$ cat config.mk
export PLATFORM = sky130hd
export DESIGN_NAME = load_store_unit_flat
export DESIGN_NICKNAME = d
export VERILOG_FILES = /design/src/rtl/load_store_unit_if.sv /design/src/rtl/load_store_unit.sv /design/src/flat_wrapper.sv
export SDC_FILE = /design/constraint.sdc
export NUM_CORES = 1
export LEC_CHECK = 0
export ABC_AREA = 1
export CORE_ASPECT_RATIO = 0.8
export CORE_MARGIN = 1.5
export CORE_UTILIZATION = 49
export CTS_CLUSTER_SIZE = 10
export DETAILED_ROUTE_END_ITERATION = 10
export HOLD_SLACK_MARGIN = 0.02
export PLACE_DENSITY = 0.86
export SLEW_MARGIN = 20
export SYNTH_ARGS = -nofsm -noshare
export SYNTH_HDL_FRONTEND = slang
export SYNTH_SLANG_ARGS = --single-unit
$ cat constraint.sdc
create_clock -name clk -period 3.4 [get_ports clk]
set_clock_uncertainty 0.05 [all_clocks]
set_input_delay 0.68 -clock clk [delete_from_list [all_inputs] [get_ports clk]]
set_output_delay 0.68 -clock clk [all_outputs]
set_load 0.02 [all_outputs]
$ cat src/rtl/load_store_unit_if.sv
// Request/response handshake between the pipeline and the load/store unit.
// The pipeline is the master; the load/store unit is the slave.
interface load_store_unit_if;
    logic        req_valid;
    logic        req_ready;
    logic        req_write;
    logic [2:0]  req_funct3;
    logic [63:0] req_addr;
    logic [63:0] req_wdata;
    logic        resp_valid;
    logic [63:0] resp_rdata;
    logic        resp_error;

    modport master (
        output req_valid, req_write, req_funct3, req_addr, req_wdata,
        input  req_ready, resp_valid, resp_rdata, resp_error
    );

    modport slave (
        input  req_valid, req_write, req_funct3, req_addr, req_wdata,
        output req_ready, resp_valid, resp_rdata, resp_error
    );
endinterface

$ cat src/rtl/load_store_unit.sv
// RV64 load/store initiator for an 8-byte-wide little-endian data memory.
// Sub-doubleword stores are done as read-modify-write of the full 8 bytes.
//
//   state  | meaning
//   IDLE   | ready to accept a request
//   RD     | MemRead asserted, memory samples Mem_Addr
//   CAP    | Read_Data valid: extend load data or build store merge buffer
//   WR     | MemWrite asserted with merge buffer on Write_Data
//   RESP   | one-cycle response pulse
module load_store_unit #(
    parameter int MEM_BYTES = 64
) (
    input  logic               clk,
    input  logic               reset_n,
    load_store_unit_if.slave   req,
    output logic [63:0]        Mem_Addr,
    output logic [63:0]        Write_Data,
    output logic               MemWrite,
    output logic               MemRead,
    input  logic [63:0]        Read_Data
);

    typedef enum logic [2:0] {S_IDLE, S_RD, S_CAP, S_WR, S_RESP} state_t;

    localparam logic [63:0] ADDR_MAX = 64'(MEM_BYTES - 8);

    state_t      state, state_nxt;
    logic        write_q;
    logic [2:0]  funct3_q;
    logic [63:0] addr_q;
    logic [63:0] wdata_q;
    logic [63:0] merge_q;
    logic [63:0] rdata_q;
    logic        error_q;

    logic        accept;
    logic        misaligned;
    logic        illegal;
    logic        req_err;
    logic        sign;
    logic [63:0] load_ext;
    logic [63:0] merged;

    always_comb begin
        accept     = req.req_valid && (state == S_IDLE);
        misaligned = 1'b0;
        case (req.req_funct3[1:0])
            2'b01:   misaligned = req.req_addr[0];
            2'b10:   misaligned = (req.req_addr[1:0] != 2'b00);
            2'b11:   misaligned = (req.req_addr[2:0] != 3'b000);
            default: misaligned = 1'b0;
        endcase
        illegal = req.req_write ? req.req_funct3[2] : (req.req_funct3 == 3'b111);
        req_err = (req.req_addr > ADDR_MAX) || misaligned || illegal;
    end

    always_comb begin
        sign     = ~funct3_q[2];
        load_ext = Read_Data;
        merged   = wdata_q;
        case (funct3_q[1:0])
            2'b00: begin
                load_ext = {{56{sign & Read_Data[7]}}, Read_Data[7:0]};
                merged   = {Read_Data[63:8], wdata_q[7:0]};
            end
            2'b01: begin
                load_ext = {{48{sign & Read_Data[15]}}, Read_Data[15:0]};
                merged   = {Read_Data[63:16], wdata_q[15:0]};
            end
            2'b10: begin
                load_ext = {{32{sign & Read_Data[31]}}, Read_Data[31:0]};
                merged   = {Read_Data[63:32], wdata_q[31:0]};
            end
            default: begin
                load_ext = Read_Data;
                merged   = wdata_q;
            end
        endcase
    end

    always_ff @(posedge clk or negedge reset_n) begin
        if (!reset_n) begin
            state <= S_IDLE;
        end else begin
            state <= state_nxt;
        end
    end

    always_comb begin
        state_nxt = state;
        case (state)
            S_IDLE: begin
                if (accept) begin
                    if (req_err)
                        state_nxt = S_RESP;
                    else if (req.req_write && (req.req_funct3[1:0] == 2'b11))
                        state_nxt = S_WR;
                    else
                        state_nxt = S_RD;
                end
            end
            S_RD:    state_nxt = S_CAP;
            S_CAP:   state_nxt = write_q ? S_WR : S_RESP;
            S_WR:    state_nxt = S_RESP;
            S_RESP:  state_nxt = S_IDLE;
            default: state_nxt = S_IDLE;
        endcase
    end

    always_ff @(posedge clk or negedge reset_n) begin
        if (!reset_n) begin
            write_q  <= 1'b0;
            funct3_q <= 3'b000;
            addr_q   <= 64'd0;
            wdata_q  <= 64'd0;
            merge_q  <= 64'd0;
            rdata_q  <= 64'd0;
            error_q  <= 1'b0;
        end else if (accept) begin
            write_q  <= req.req_write;
            funct3_q <= req.req_funct3;
            addr_q   <= req.req_addr;
            wdata_q  <= req.req_wdata;
            // SD skips the read, so the buffer is loaded verbatim here
            merge_q  <= req.req_wdata;
            rdata_q  <= 64'd0;
            error_q  <= req_err;
        end else if (state == S_CAP) begin
            if (write_q)
                merge_q <= merged;
            else
                rdata_q <= load_ext;
        end
    end

    assign req.req_ready  = (state == S_IDLE);
    assign req.resp_valid = (state == S_RESP);
    assign req.resp_rdata = rdata_q;
    assign req.resp_error = error_q;
    assign Mem_Addr       = addr_q;
    assign Write_Data     = merge_q;
    assign MemRead        = (state == S_RD);
    assign MemWrite       = (state == S_WR);

endmodule

$ cat src/flat_wrapper.sv
// flat-port wrapper written by rule: the top's interface ports become plain ports
module load_store_unit_flat 
#(
    parameter int MEM_BYTES = 64
)
  (clk, reset_n, Mem_Addr, Write_Data, MemWrite, MemRead, Read_Data, req_req_valid, req_req_write, req_req_funct3, req_req_addr, req_req_wdata, req_req_ready, req_resp_valid, req_resp_rdata, req_resp_error);
  load_store_unit_if req_i ();
  input  logic clk;
  input  logic reset_n;
  output logic [63:0] Mem_Addr;
  output logic [63:0] Write_Data;
  output logic MemWrite;
  output logic MemRead;
  input  logic [63:0] Read_Data;
  input wire logic [$bits(req_i.req_valid)-1:0] req_req_valid;
  input wire logic [$bits(req_i.req_write)-1:0] req_req_write;
  input wire logic [$bits(req_i.req_funct3)-1:0] req_req_funct3;
  input wire logic [$bits(req_i.req_addr)-1:0] req_req_addr;
  input wire logic [$bits(req_i.req_wdata)-1:0] req_req_wdata;
  output wire logic [$bits(req_i.req_ready)-1:0] req_req_ready;
  output wire logic [$bits(req_i.resp_valid)-1:0] req_resp_valid;
  output wire logic [$bits(req_i.resp_rdata)-1:0] req_resp_rdata;
  output wire logic [$bits(req_i.resp_error)-1:0] req_resp_error;
  assign req_i.req_valid = req_req_valid;
  assign req_i.req_write = req_req_write;
  assign req_i.req_funct3 = req_req_funct3;
  assign req_i.req_addr = req_req_addr;
  assign req_i.req_wdata = req_req_wdata;
  assign req_req_ready = req_i.req_ready;
  assign req_resp_valid = req_i.resp_valid;
  assign req_resp_rdata = req_i.resp_rdata;
  assign req_resp_error = req_i.resp_error;
  load_store_unit #(.MEM_BYTES(MEM_BYTES)) u_core (.clk(clk), .reset_n(reset_n), .req(req_i), .Mem_Addr(Mem_Addr), .Write_Data(Write_Data), .MemWrite(MemWrite), .MemRead(MemRead), .Read_Data(Read_Data));
endmodule
==> results.md, run 1 <==
* Drc violations at 0
* Max-cap violations at 0
* Initial Util at 0.5042
* CTS-repair resized insts at 0
* Die ar. at 24270 µm²
* Drt initial violations at 1026
* Fin nets at 1890
* Post-Route WL at 36240 µm
* CTS sink cnt at 264
* Ant. Diodes at 0
* CTS Buffer Depth at 3
* Post-synthesis register bit count at 264
* Worst slew pin tran at 0.8726 ns
* First-pass GRT wire length at 57260 µm
* Switching Fraction at 0.3920
* Top post-synthesis cells by area: dfrtp_1, nand2_1, o21ai_0, nor2_1, nand3_1
* Cell accounting for the most synthesized area: dfrtp_1
* Routed length per placed instance at 18.10 µm
* Die Ht at 139.7 µm
* Total track usage at 0.2946
* Fmax at 373.6 MHz
* RSZ-0062 raised after global routing: no
* Worst Hold Class: input pin to async pin
* Routability cong. at 0.8706
* Leakage power at 0.007407 µW
* Synthesized area at 11440 µm²
* Sw power at 5364 µW
* Power Internal at 8322 µW
* Slew HR at 0.4183
* Setup TNS at 0 ns
* Core area at 22680 µm²
* Fin crit period at 2.677 ns
* Post-Syn Area per Cell at 8.555 µm²
* Hold_buf cts at 0
* Initial antenna violation count at 1
* Vias per inst at 5.452
* Final hold slack at 0.09481 ns
* Die width at 173.8 µm
* Critical path fanouts, max at 5
* Clk slew on worst S/H paths at 0.06 ns
* Clk root buf: clkbuf_16
* Endpoints failing hold at 0
* Worst Setup End Kind: primary output
* Ports at 396
* CP Class: flop to primary output
* Reg power frac at 0.364
* Combinational group share of total power at 0.434
* Final setup viols at 0
* Yosys top cell area share at 0.5776
* DPL Wire Length at 25050 µm
* CTS tree: done
* Post-route setup slack at 0.7230 ns
* Antenna Nets Post-Route at 0
* Yosys cell types at 23
* Fin crit share at 0.7874
* Site Rows at 49
* Seq/Total Area, Yosys at 0.5776
* CP Data Required Time at 2.67 ns
* Area Overhead vs Synth at 42.26%
* Mapped Cells at 1337
* Synthesis Warnings at 0
* CP arrival at 1.95 ns
* CTS buffer count at 30
* Power density over cell area at 841.1 nW/µm²
* DR pass1 iterations at 6
* Net Count, Synth at 1536
* Worst-Skew Late Latency at 0.54 ns
* Port bufs at 395
* H-tree depth at 1
* Layout cell share with drive strength beyond 1 at 0.03420
* Status: complete, no violations
* Grt ovf at 0
* Number of setup buffers added after CTS at 0
* Vias in the first global route at 10769
* Clk pwr share at 0.202
* Largest net degree at the start of global routing at 173
* Place WS at 0.8119 ns
* Final slew viol count at 0
* Vias at 10915
* CP Launch Type: flop
* IR drop worst, VDD at 0.5770 mV
==> layer usage <==
metal / GRT usage / wire length (µm) / vias up
met2: 0.4876 / 17130 / 580
met3: 0.06694 / 3130 / 124
met1: 0.3708 / 14030 / 5162
met5: 0 / 14 / -
met4: 0.1329 / 1935 / 2
li1: - / - / 5047
==> stage by stage <==
stage / util / power [µW] / instances / cell area, µm²
floorplan: - / 8233 / 1337 / 11440
global placement: 0.6825 / 10700 / 1965 / 15480
detailed placement: 0.6825 / 10900 / 1965 / 15480
CTS: 0.7173 / 13720 / 2002 / 16270
global route: 0.7173 / 14500 / 2002 / 16270
finish: 0.7173 / 13690 / 2002 / 16270
==> Yosys cell counts <==
| cell type | n |
|---|---|
| buf_6 | 14 |
| buf_4 | 8 |
| inv_6 | 1 |
| nand2_2 | 1 |
| inv_1 | 63 |
| dfrtp_1 | 264 |
| a21oi_1 | 19 |
| inv_2 | 4 |
| nor2_2 | 1 |
| clkbuf_1 | 20 |
| nand4_1 | 1 |
| o211ai_1 | 19 |
| nor2_1 | 103 |
| a31oi_1 | 48 |
| nand2_1 | 437 |
| o21ai_0 | 204 |
| buf_2 | 46 |
| nand3_2 | 1 |
| nor2_4 | 1 |
| nand3_1 | 69 |
| nand2_4 | 2 |
| nor3_1 | 3 |
| o21ai_1 | 8 |
==> registers in the layout, summed over array words and instances (netlist names) <==
signal / flops
u_core.Mem_Addr: 64
u_core.Write_Data: 64
u_core.req.resp_rdata: 64
u_core.wdata_q: 64
u_core.funct3_q: 3
u_core.state: 3
u_core.req.resp_error: 1
u_core.write_q: 1
==> critical path, cell delays in order, from the launching register on <==
cell and delay, ns:
dfrtp_1 0.42, nor2_1 0.11, nand2_1 0.08, inv_2 0.16, clkdlybuf4s50_1 0.64
==> kinds of logic (layout without fill, tap and decap cells) <==
logic type / count (synthesis) / in the layout / share of synthesized area
and+or+nand+nor: 619 / 619 / 0.2142
DFF: 264 / 264 / 0.5776
AOI/OAI and AO/OA: 298 / 298 / 0.1398
buffers and inverters: 156 / 515 / 0.06848
==> cell usage in the layout (no fill, tap or decap), types with 2 or more instances in the layout <==
| master | instances |
|---|---|
| nand2_1 | 437 |
| clkdlybuf4s50_1 | 394 |
| dfrtp_1 | 264 |
| o21ai_0 | 204 |
| nor2_1 | 103 |
| nand3_1 | 69 |
| inv_1 | 63 |
| a31oi_1 | 48 |
| clkbuf_16 | 30 |
| o211ai_1 | 19 |
| a21oi_1 | 19 |
| o21ai_1 | 8 |
| buf_12 | 8 |
| buf_4 | 7 |
| clkbuf_1 | 6 |
| nor3_1 | 3 |
| inv_2 | 2 |
==> power by group through the flow <==
stage          Combinational (µW)  Sequential (µW)  Clock [µW]
6_report                     5940             4980        2770
5_1_grt                      6470             5100        2940
4_1_cts                      5960             4960        2800
3_5_place_dp                 5910             4990           0
3_3_place_gp                 5760             4940           0
2_1_floorplan                2400             5840           0
==> worst paths after layout <==
path	slack, ns	to	cells after the start	startpoint
min in group clk	0.42	u_core.wdata_q[6]$_DFFE_PN0P_	2	u_core.wdata_q[6]$_DFFE_PN0P_
max in group asynchronous	2.24	u_core.req.resp_rdata[2]$_DFFE_PN0P_	2	reset_n
hold / removal	0.09	u_core.wdata_q[34]$_DFFE_PN0P_	1	reset_n
hold reg to reg	0.42	u_core.wdata_q[6]$_DFFE_PN0P_	2	u_core.wdata_q[6]$_DFFE_PN0P_
setup reg to reg	1.04	u_core.req.resp_rdata[40]$_DFFE_PN0P_	4	u_core.funct3_q[1]$_DFFE_PN0P_
setup / recovery	0.72	req_req_ready	4	u_core.state[2]$_DFFE_PN0P_
==> layout make-up <==
class | instances | area [µm²]
flip-flops and latches | 264 | 6606
clock inverters | 1 | 16.27
inverters | 68 | 264.0
fillers | 1651 | 6412
clock buffers | 36 | 773.2
repair buffers | 410 | 4172
well taps | 306 | 382.9
multi-input cells | 917 | 4058
Note: power is estimated with default switching activity, not from simulation.
==> run 2, diff against run 1 <==
--- a/config.mk
+++ b/config.mk
@@ -8,11 +8,11 @@
 export ABC_AREA = 1
 export CORE_ASPECT_RATIO = 0.8
 export CORE_MARGIN = 1.5
-export CORE_UTILIZATION = 49
+export CORE_UTILIZATION = 41
 export CTS_CLUSTER_SIZE = 10
 export DETAILED_ROUTE_END_ITERATION = 10
 export HOLD_SLACK_MARGIN = 0.02
-export PLACE_DENSITY = 0.86
+export PLACE_DENSITY = 0.76
 export SLEW_MARGIN = 20
 export SYNTH_ARGS = -nofsm -noshare
 export SYNTH_HDL_FRONTEND = slang
==> constraint.sdc (replaced) <==
create_clock -name clk -period 2.35 [get_ports clk]
set_clock_uncertainty 0.05 [all_clocks]
set_input_delay 0.47 -clock clk [delete_from_list [all_inputs] [get_ports clk]]
set_output_delay 0.47 -clock clk [all_outputs]
set_load 0.02 [all_outputs]
==> results.md, run 2 (synthesis results as in run 1) <==
* CTS buffer count at 30
* Die ar. at 28920 µm²
* Max-cap violations at 0
* Post-Route WL at 36280 µm
* CTS tree: done
* Met2 wire length at 17170 µm
* Antenna Nets Post-Route at 0
* Port bufs at 395
* Drc violations at 0
* DR pass1 iterations at 5
* CP Data Required Time at 1.83 ns
* Vias at 10608
* Worst-Skew Late Latency at 0.55 ns
* Fin nets at 1901
* Total track usage at 0.2473
* Worst Hold Class: input pin to flop
* Final slew viol count at 0
* Fin crit share at 0.9361
* CP Class: flop to primary output
* Number of setup buffers added after CTS at 0
* CTS sink cnt at 264
* Core area at 27360 µm²
* Die width at 189.7 µm
* CP arrival at 1.68 ns
* CP Launch Type: flop
* H-tree depth at 1
* Setup TNS at 0 ns
* Die Ht at 152.4 µm
* Clk root buf: clkbuf_16
* Reg area at 6606 µm²
* Critical path fanouts, max at 5
* Routability cong. at 0.8138
* Multi-input gate area at 4058 µm²
* Metal3 WL at 2949 µm
* Initial antenna violation count at 1
* Most common cell after layout, fill and taps aside: nand2_1
* Endpoints failing hold at 0
* Site Rows at 54
* First-pass GRT wire length at 57270 µm
* Vias per inst at 5.122
* Fmax at 454.6 MHz
* Worst slew pin tran at 0.6231 ns
* Final setup viols at 0
* CTS Buffer Depth at 3
* IR drop worst, VDD at 0.9143 mV
* Final hold slack at 0.4078 ns
* Fin crit period at 2.200 ns
* DPL Wire Length at 25260 µm
* Clk slew on worst S/H paths at 0.06 ns
* Grt ovf at 0
* Drt initial violations at 777
* Number of fill cells at 2352
* Worst Setup End Kind: primary output
* Slew HR at 0.5841
* RSZ-0062 raised after global routing: no
* Routed length per placed instance at 17.52 µm
* Initial Util at 0.4180
* Area Overhead vs Synth at 44.62%
* Most frequent cells in the layout: nand2_1, clkdlybuf4s50_1, dfrtp_1
* Largest net degree at the start of global routing at 97
* Ports at 396
* Power density over cell area at 1205 nW/µm²
* Vias in the first global route at 10553
* Layout cell share with drive strength beyond 1 at 0.04045
* WL met1 at 15140 µm
* Leakage power at 0.007518 µW
* Max Used Layer: met4
* Status: complete, no violations
[run 2: changes by cell type in the layout (fill, tap and decap cells not counted), sizes merged]
cell	delta
diode	+1
dlygate4sd3	+1
dlygate4sd2	+4
buf	+10
clkinv	-1
clkdlybuf4s50	-4
[run 2: layout make-up]
class | instances | share of cell area
Clock buffer | 36 | 0.04863
Multi-Input combinational cell | 917 | 0.2453
Sequential cell | 264 | 0.3994
Antenna cell | 1 | 0.0001513
Tap cell | 364 | 0.02753
Timing Repair Buffer | 421 | 0.2631
Inverter | 68 | 0.01596
[run 2: power by group]
part           leakage (µW)  internal (µW)  switching, µW
clock network      0.000394           2350           1760
logic               0.00383           3620           5060
registers           0.00329           6260            881
total               0.00752          12200           7700
[run 2: worst paths after layout]
path	depth (start not counted)	slack, ns	start	endpoint
worst min-delay path	3	0.41	Read_Data[3]	u_core.req.resp_rdata[3]$_DFFE_PN0P_
worst min register to register	2	0.42	u_core.wdata_q[7]$_DFFE_PN0P_	u_core.wdata_q[7]$_DFFE_PN0P_
min in group asynchronous	2	0.44	reset_n	u_core.Write_Data[33]$_DFFE_PN0P_
worst max register to register	7	0.49	u_core.funct3_q[1]$_DFFE_PN0P_	u_core.req.resp_rdata[27]$_DFFE_PN0P_
max in group asynchronous	3	1.18	reset_n	u_core.wdata_q[29]$_DFFE_PN0P_
worst max-delay path	4	0.15	u_core.state[2]$_DFFE_PN0P_	req_req_ready
[run 2: layer usage]
metal | track usage | vias up
li1 | - | 5076
met1 | 0.3256 | 5061
met2 | 0.4066 | 408
met3 | 0.05919 | 63
met4 | 0.07067 | 0
met5 | 0 | -
[run 2: metrics by stage]
step	total power (µW)	setup WS, ns	std cells	instance area (µm²)	util
floorplan	11910	0.8681	1337	11440	-
global placement	15660	0.2452	2033	15730	0.5749
detailed placement	15890	0.1932	2033	15730	0.5749
CTS	20070	0.1260	2070	16540	0.6044
global route	21170	0.05405	2070	16540	0.6044
finish	19930	0.1501	2071	16540	0.6045
[run 2: what timing repair did]
item | 4_1_cts | 5_1_grt
gates resized for setup | 4 | 0
endpoints found under the setup margin | 4 | 0
hold buffers | 1 | 0
endpoints found under the hold margin | 53 | 0
[run 2: worst max-delay path: stages (launching register included)]
cell	delay [ns]
dfrtp_1	0.41
nor2_1	0.11
nand2_1	0.08
inv_2	0.14
dlygate4sd2_1	0.39
==> run 3, diff against run 2 <==
--- a/config.mk
+++ b/config.mk
@@ -13,7 +13,6 @@
 export DETAILED_ROUTE_END_ITERATION = 10
 export HOLD_SLACK_MARGIN = 0.02
 export PLACE_DENSITY = 0.76
-export SLEW_MARGIN = 20
 export SYNTH_ARGS = -nofsm -noshare
 export SYNTH_HDL_FRONTEND = slang
 export SYNTH_SLANG_ARGS = --single-unit
==> results of run 3 <==
The final DEF is identical to that of run 2; final timing and power are the same.
